## src/rtl/mem_port_arbiter.sv

```systemverilog
// Round-robin arbiter sharing one memory port between the CPU (C) and the
// loader (L); each grant is one strobed access with a fixed read latency.
module mem_port_arbiter #(
    parameter int AW      = 32,
    parameter int DW      = 32,
    parameter int MEM_LAT = 1
) (
    input  logic          clk,
    input  logic          reset,
    input  logic          c_req,
    input  logic          c_we,
    input  logic [AW-1:0] c_addr,
    input  logic [DW-1:0] c_wdata,
    output logic          c_ack,
    output logic [DW-1:0] c_rdata,
    input  logic          l_req,
    input  logic          l_we,
    input  logic [AW-1:0] l_addr,
    input  logic [DW-1:0] l_wdata,
    output logic          l_ack,
    output logic [DW-1:0] l_rdata,
    output logic          mem_en,
    output logic          mem_we,
    output logic [AW-1:0] mem_addr,
    output logic [DW-1:0] mem_wdata,
    input  logic [DW-1:0] mem_rdata,
    output logic          busy,
    output logic          owner
);

    typedef enum logic [1:0] {
        IDLE,
        ISSUE,
        WAIT,
        RESP
    } state_t;

    localparam logic [3:0] CNT_INIT = 4'(MEM_LAT - 1);

    state_t        state_q, state_d;
    logic [3:0]    cnt_q, cnt_d;
    logic          owner_q, owner_d;
    logic          last_q, last_d;
    logic          we_q, we_d;
    logic [AW-1:0] addr_q, addr_d;
    logic [DW-1:0] wdata_q, wdata_d;
    logic [DW-1:0] c_rdata_q, c_rdata_d;
    logic [DW-1:0] l_rdata_q, l_rdata_d;
    logic          grant_l;

    // Loader wins when alone, or on a tie when the CPU had the last grant.
    assign grant_l = l_req & (~c_req | ~last_q);

    always_comb begin
        state_d   = state_q;
        cnt_d     = cnt_q;
        owner_d   = owner_q;
        last_d    = last_q;
        we_d      = we_q;
        addr_d    = addr_q;
        wdata_d   = wdata_q;
        c_rdata_d = c_rdata_q;
        l_rdata_d = l_rdata_q;
        unique case (state_q)
            IDLE: begin
                if (c_req || l_req) begin
                    owner_d = grant_l;
                    last_d  = grant_l;
                    we_d    = grant_l ? l_we    : c_we;
                    addr_d  = grant_l ? l_addr  : c_addr;
                    wdata_d = grant_l ? l_wdata : c_wdata;
                    state_d = ISSUE;
                end
            end
            ISSUE: begin
                cnt_d   = CNT_INIT;
                state_d = WAIT;
            end
            WAIT: begin
                if (cnt_q == 4'd0) begin
                    if (!we_q) begin
                        if (owner_q) begin
                            l_rdata_d = mem_rdata;
                        end else begin
                            c_rdata_d = mem_rdata;
                        end
                    end
                    state_d = RESP;
                end else begin
                    cnt_d = cnt_q - 4'd1;
                end
            end
            RESP: begin
                state_d = IDLE;
            end
            default: begin
                state_d = IDLE;
            end
        endcase
    end

    always_ff @(posedge clk) begin
        if (!reset) begin
            state_q   <= IDLE;
            cnt_q     <= 4'd0;
            owner_q   <= 1'b0;
            last_q    <= 1'b1;
            we_q      <= 1'b0;
            addr_q    <= '0;
            wdata_q   <= '0;
            c_rdata_q <= '0;
            l_rdata_q <= '0;
        end else begin
            state_q   <= state_d;
            cnt_q     <= cnt_d;
            owner_q   <= owner_d;
            last_q    <= last_d;
            we_q      <= we_d;
            addr_q    <= addr_d;
            wdata_q   <= wdata_d;
            c_rdata_q <= c_rdata_d;
            l_rdata_q <= l_rdata_d;
        end
    end

    assign mem_en    = (state_q == ISSUE);
    assign mem_we    = we_q;
    assign mem_addr  = addr_q;
    assign mem_wdata = wdata_q;
    assign c_ack     = (state_q == RESP) & ~owner_q;
    assign l_ack     = (state_q == RESP) & owner_q;
    assign c_rdata   = c_rdata_q;
    assign l_rdata   = l_rdata_q;
    assign busy      = (state_q != IDLE);
    assign owner     = owner_q;

endmodule

```

## config.mk

```make
export PLATFORM = sky130hd
export DESIGN_NAME = mem_port_arbiter
export DESIGN_NICKNAME = d
export VERILOG_FILES = /design/src/rtl/mem_port_arbiter.sv
export SDC_FILE = /design/constraint.sdc
export NUM_CORES = 1
export LEC_CHECK = 0
export CAP_MARGIN = 40
export CORE_ASPECT_RATIO = 1.4
export CORE_UTILIZATION = 40
export CTS_BUF_LIST = sky130_fd_sc_hd__clkbuf_16
export CTS_CLUSTER_DIAMETER = 60
export DETAILED_ROUTE_END_ITERATION = 12
export DONT_BUFFER_PORTS = 1
export PLACE_DENSITY_LB_ADDON = 0.3
export SKIP_CTS_REPAIR_TIMING = 1
export SYNTH_ARGS = -nofsm -noshare
export SYNTH_HDL_FRONTEND = slang
export SYNTH_SLANG_ARGS = --single-unit
```

## constraint.sdc

```tcl
create_clock -name clk -period 3.5 [get_ports clk]
set_input_delay 0.7 -clock clk [delete_from_list [all_inputs] [get_ports clk]]
set_output_delay 0.7 -clock clk [all_outputs]
set_load 0.03 [all_outputs]
```

* Word-level counts from Yosys, hierarchy flattened *
Cells that the tools add are included.

storage, ports and cells
  logic and storage cells = 42
  bits of input ports = 166
  ROM bits = 0
  output and inout bits = 134
  bits in registers = 137
  memories = 0
  bits in writable memories = 0
  latch bits = 0

operators by class
  bitwise gates (word level) = 8
  add/subtract/negate cells = 1
  magnitude comparators = 0
  eq/ne operators = 6
  mux-type cells = 8
  reductions and logical operators = 10
  div/mod/pow operators = 0
  shift-type cells = 0
  multipliers = 0

operators with widths
  operator               number
  $mux W32               2
  $pmux W2 S4            1
  $pmux W4 S2            1
  $reduce_and A4 Y1      2
  $ne A2 B2 Y1 const B   3
  $reduce_and A2 Y1      3
  $eq A2 B2 Y1 const B   2
  $logic_not A4 Y1       1
  $mux W2                2
  $mux W4                1
  $not A1 Y1             4
  $reduce_bool A2 Y1     2
  $sub A4 B1 Y4 const B  1
  $and A1 B1 Y1          3
  $eq A2 B1 Y1 const B   1
  $logic_not A2 Y1       1
  $logic_or A1 B1 Y1     1
  $mux W1                1
  $or A1 B1 Y1           1

* Depth between registers and ports, before layout *
Gate-level depths: netlist (run 1).

  word-level depth = 4
  gate-level depth with buffers = 7

* Least setup slack after synthesis (run 1) *
No wires, ideal clock.

  path type = in2reg
  from = input port reset
  to = register c_rdata_q[19] (netlist: c_rdata[19])
  setup time = 0.072 ns
  path slack = 1.742 ns
  arrival time = 1.687 ns
  stages on the path = 5
  buffers on the path = 3
  cell sequence = clkbuf_1 > clkbuf_1 > buf_1 > nand2_1 > mux2i_1

RTL lines
  item                  line  text
  from (decl)           9     input logic reset,
  to (signal assigned)  121   c_rdata_q <= c_rdata_d;
  to (decl)             47    logic [DW-1:0] c_rdata_q, c_rdata_d;

* Worst setup path in the final report (run 1) *
  from = register cnt_q[0]
  to = register l_rdata_q[23] (netlist: l_rdata[23])

between the ends
  word-level cells in the longest chain between the ends = 2

RTL lines
  item                                line  text
  from (decl)                         41    logic [3:0] cnt_q, cnt_d;
  from (signal assigned)              115   cnt_q <= cnt_d;
  $logic_not A4 Y1                    80    if (cnt_q == 4'd0) begin
  $reduce_and A4 Y1 (no source line)  --
  to (signal assigned)                122   l_rdata_q <= l_rdata_d;
  to (decl)                           48    logic [DW-1:0] l_rdata_q, l_rdata_d;

Every way passes these cells.
A chain may end at the register's enable or synchronous reset.

==> results of run 1 <==
==> path summary, 6_finish.rpt <==
| kind | depth (start not counted) | startpoint | end | slack [ns] |
|---|---|---|---|---|
| max | 6 | cnt_q[0] | l_rdata[23] | 1.09 |
| max reg2reg | 6 | cnt_q[0] | l_rdata[23] | 1.09 |
| min | 2 | mem_rdata[8] | l_rdata[8] | 0.46 |
| min reg2reg | 2 | state_q[1] | state_q[1] | 0.51 |
==> cells in the mapped netlist (2+ instances only) <==
master / number
a21boi_0: 2
a21oi_1: 67
and3_1: 2
buf_1: 3
buf_2: 6
buf_4: 4
buf_6: 3
clkbuf_1: 31
dfxtp_1: 137
ha_1: 6
inv_1: 6
mux2i_1: 131
nand2_1: 98
nand3_1: 3
nor2b_1: 2
nor3b_1: 2
o211ai_1: 3
o21ai_0: 67
==> per-layer routing <==
metal	share of wire	wire, um	GRT usage
met4	0.031	440	0.0902
met3	0.088	1270	0.0688
met2	0.47	6770	0.306
met5	0	0	0
met1	0.41	5910	0.214
==> worst register-to-register path: stages (launching register included) <==
cell	delay [ns]
dfxtp_1	0.33
inv_1	0.07
ha_1	0.18
nor3b_1	0.41
nand4b_1	0.60
buf_4	0.51
mux2i_1	0.19
==> stage by stage <==
stage | hold WS, ns | setup slack (ns)
after floorplan | 0.471 | 1.74
after detailed placement | 0.510 | 1.09
after global routing | 0.416 | 0.903
after global placement | 0.485 | 1.24
final | 0.463 | 1.09
after CTS | 0.382 | 1.09
==> cells by family after synthesis <==
group,after synthesis,synth area share
fa+ha+maj,6,0.0134
compound gates,144,0.133
buf+inv,53,0.0434
flops,137,0.488
xor+xnor,1,0.00156
mux,131,0.233
simple gates,115,0.0881
==> registers in the layout, indices dropped and copies added (netlist names) <==
signal,count
c_rdata,32
mem_addr,32
mem_wdata,32
l_rdata,32
cnt_q,4
mem_we,1
state_q,2
last_q,1
owner,1
==> layout make-up <==
cell class	instances	share of cell area
flip-flops and latches	137	0.436
diodes	1	0.000398
multi-input cells	397	0.422
clock inverters	15	0.0243
clock buffers	17	0.0676
inverters	6	0.00358
well taps	182	0.0362
repair buffers	5	0.00994
==> where the power goes <==
part / leakage (nW) / switching (mW) / internal, mW
clock network: 0.283 / 0.699 / 1.05
logic: 1.15 / 0.611 / 0.376
registers: 1.12 / 0.964 / 1.92
==> flow_summary.ini, run 1 <==
[synthesis]
synth_top_area_cell = dfxtp_1
synth.net_count = 759
ys.flop_type = dfxtp_1
ys_warn_count = 0
synth_cell_types = 32
ys_ff_latch = 137
synthCells = 587
synth_edf_count = 0
synth_top_area_share = 0.488
netlist_top_cells_area = dfxtp_1 49%, mux2i_1 23%, nand2_1 6.5%
async_flop_share = 0
ys_seq_area_frac = 0.488
avgSynthCellArea_sq_um = 9.58
synthesis.area_sq_mm = 0.00562

[timing]
rsz0062_at_grt = no
finClkSkew_ns = 0.0109
hold_violations = 0
worst_pin_slew_ns = 0.846
min_period_ns = 2.41
setup_viol = 0
period_share = 0.690
relSlewSlack = 0.432
clock.fmax_mhz = 414
setup_tns_ns = 0
finalMaxSlewViolations = 0

[worst_setup_path]
path_max_fanout = 24
worstPathCellList = inv_1 > ha_1 > nor3b_1 > nand4b_1 > buf_4 > mux2i_1
crit_path_end_kind = register
crit_arrival_ns = 2.68
crit_required_ns = 3.77
critical-path-max-stage-delay_ns = 0.60
crit_type = register to register
path_buf_inv = 2
critPathSlowestCell = nand4b_1
cp_top_family = simple AND/OR/NAND/NOR gates
crit_path_start_kind = register

[drt]
drc = 0
via_count = 4113
via_per_inst = 5.41
firstDrtPassIters = 4
drt_iter0_drc = 152
wirelength_um = 14400
postRouteAntennaNets = 0
wl_per_cell_um = 18.9

[global_routing]
grt_pass1_wl_um = 20400
grt_use_total = 0.187
antenna_found_initial = 1
first_global_vias = 3889
grt_start_max_net_pins = 172
overflow = 0

[die]
die_area_sq_mm = 0.0145
fp.dieH_um = 142
core_sq_mm = 0.0136
die_w_um = 102
initial_core_util = 0.414
rows = 50
io_pins = 300

[power_and_ir_drop]
p_total_mw = 5.62
p_per_area_mw_per_mm2 = 894
peakVddDrop_uv = 522
power.static_leakage_nw = 2.56

[placement]
gp_congestion = 0.819
dp.cells = 727
hpwl_um = 10300
io_buffers = 0
dpl_cell_area_sq_mm = 0.00571

[finish]
final_cell_mix = 137 x dfxtp_1, 131 x mux2i_1, 98 x nand2_1
final_common_cell = dfxtp_1
design_area_sq_mm = 0.00629
syn_to_final_growth_pct = 11.9
instances_no_fill = 760
drive_gt1_frac = 0.0676
seq_area_sq_mm = 0.00274
multi_input_area_sq_mm = 0.00266
final_core_util = 0.463
nNetsFinal = 736
n_fill_cell = 1322

[job]
maxCapViolCount = 0

[run_status]
status = finished clean

[cts]
cts_made_buffers = 17
tritoncts = yes
cts_root_buffer = clkbuf_16
clockBufferDepth = 2
cts.htree.levels = 4
clk-insertion-delay-late_ns = 0.40
clock_sinks = 137
path_clk_slew_ns = 0.06

[min_path]
worstHoldPathType = primary input to register
Power figures use the tool's default switching activity.
==> run 2, diff against run 1 <==
==> constraint.sdc (replaced) <==
create_clock -name clk -period 2.24 [get_ports clk]
set_input_delay 0.448 -clock clk [delete_from_list [all_inputs] [get_ports clk]]
set_output_delay 0.448 -clock clk [all_outputs]
set_load 0.03 [all_outputs]
==> flow_summary.ini, run 2 (synthesis gave the netlist of run 1 again) <==
[run_status]
status = finished clean

[worst_setup_path]
crit_path_start_kind = register
r2r_slack_ns = 0.41
critical-path-max-stage-delay_ns = 0.70
cp_top_family = flip-flops
crit_path_end_kind = output pin
crit_start = owner
worstSetupPathDepth = 1
path_max_fanout = 6
crit_end = l_ack
crit_arrival_ns = 1.51
ff2ff_path_depth = 6
crit_type = register to output pin
critPathSlowestCell = dfxtp_1
path_buf_inv = 0
worstPathCellList = and2_1
rr_startpoint = cnt_q[0]
r2r-end = l_rdata[21]
crit_required_ns = 1.79

[power_and_ir_drop]
p_per_area_mw_per_mm2 = 1380
netSwitchingPower_mw = 3.55
sw_frac_of_total = 0.408
peakVddDrop_uv = 727
power_frac_clock = 0.299
combPwrFrac = 0.182
power.internal_mw = 5.16
power.static_leakage_nw = 2.57
power_frac_seq = 0.519

[finish]
design_area_sq_mm = 0.00632
syn_to_final_growth_pct = 12.3
drive_gt1_frac = 0.0707
n_fill_cell = 1289
nNetsFinal = 739
final_common_cell = dfxtp_1
final_cell_mix = 137 x dfxtp_1, 131 x mux2i_1, 98 x nand2_1

[cts]
clk-insertion-delay-late_ns = 0.41
path_clk_slew_ns = 0.06
clock_sinks = 137
cts_made_buffers = 17
cts_root_buffer = clkbuf_16
clockBufferDepth = 2
tritoncts = yes
cts.htree.levels = 4

[timing]
finClkSkew_ns = 0.00993
relSlewSlack = 0.597
period_share = 0.872
hold_violations = 0
min_period_ns = 1.95
finalMaxSlewViolations = 0
rsz0062_at_grt = no
setup_viol = 0
setup_tns_ns = 0
clock.fmax_mhz = 512
worst_pin_slew_ns = 0.604

[drt]
drt_iter0_drc = 109
postRouteAntennaNets = 0
via_per_inst = 5.40
via_count = 4119
wirelength_um = 14400
drc = 0
firstDrtPassIters = 4
wl_per_cell_um = 18.8

[placement]
dpl_cell_area_sq_mm = 0.00576
io_buffers = 0
hpwl_um = 10300
gp_congestion = 0.820

[job]
maxCapViolCount = 0

[global_routing]
grt_use_total = 0.192
grt_pass1_wl_um = 20900
first_global_vias = 3994
overflow = 0
antenna_found_initial = 1
grt_start_max_net_pins = 172

[die]
die_area_sq_mm = 0.0145
core_sq_mm = 0.0136
die_w_um = 102
initial_core_util = 0.414
rows = 50
fp.dieH_um = 142
io_pins = 300

[min_path]
worstHoldPathType = primary input to register
==> run 2: layout make-up <==
type                            instances  area (sq um)  share of cell area
Timing Repair Buffer                    8           110              0.0174
Sequential cell                       137          2740               0.434
Clock buffer                           17           425              0.0673
Clock inverter                         15           131              0.0208
Antenna cell                            1          2.50            0.000396
Inverter                                6          22.5             0.00357
Multi-Input combinational cell        397          2660               0.420
Tap cell                              182           228              0.0360
==> run 2: power groups by stage <==
stage | Combinational [mW] | Sequential [mW] | Clock, mW
floorplan | 1.33 | 4.36 | 0
global placement | 1.51 | 4.57 | 0
detailed placement | 1.59 | 4.58 | 0
CTS | 1.60 | 4.53 | 2.68
global route | 1.78 | 4.59 | 2.80
finish | 1.59 | 4.52 | 2.60
==> run 2: worst min-delay path by stage <==
stage | from | end | cells past startpoint
floorplan | state_q[1] | state_q[1] | 2
global placement | state_q[1] | state_q[1] | 2
detailed placement | cnt_q[3] | cnt_q[3] | 2
CTS | reset | last_q | 1
global route | reset | last_q | 1
finish | mem_rdata[3] | l_rdata[3] | 2
==> run 2: per-layer routing <==
| metal | wire length [um] | global-route usage |
|---|---|---|
| met1 | 5670 | 0.210 |
| met2 | 7160 | 0.331 |
| met3 | 1340 | 0.0756 |
| met4 | 205 | 0.0714 |
| met5 | 0 | 0 |
==> run 2: per-stage QoR <==
step | util | total power, mW | worst slack (ns) | hold WS, ns | std cells
after global routing | 0.465 | 9.17 | 0.211 | 0.164 | 763
after floorplan | - | 5.69 | 0.503 | 0.471 | 587
after detailed placement | 0.424 | 6.17 | 0.440 | 0.515 | 730
after global placement | 0.424 | 6.08 | 0.538 | 0.484 | 730
after CTS | 0.465 | 8.81 | 0.264 | 0.152 | 762
final | 0.465 | 8.72 | 0.286 | 0.213 | 763
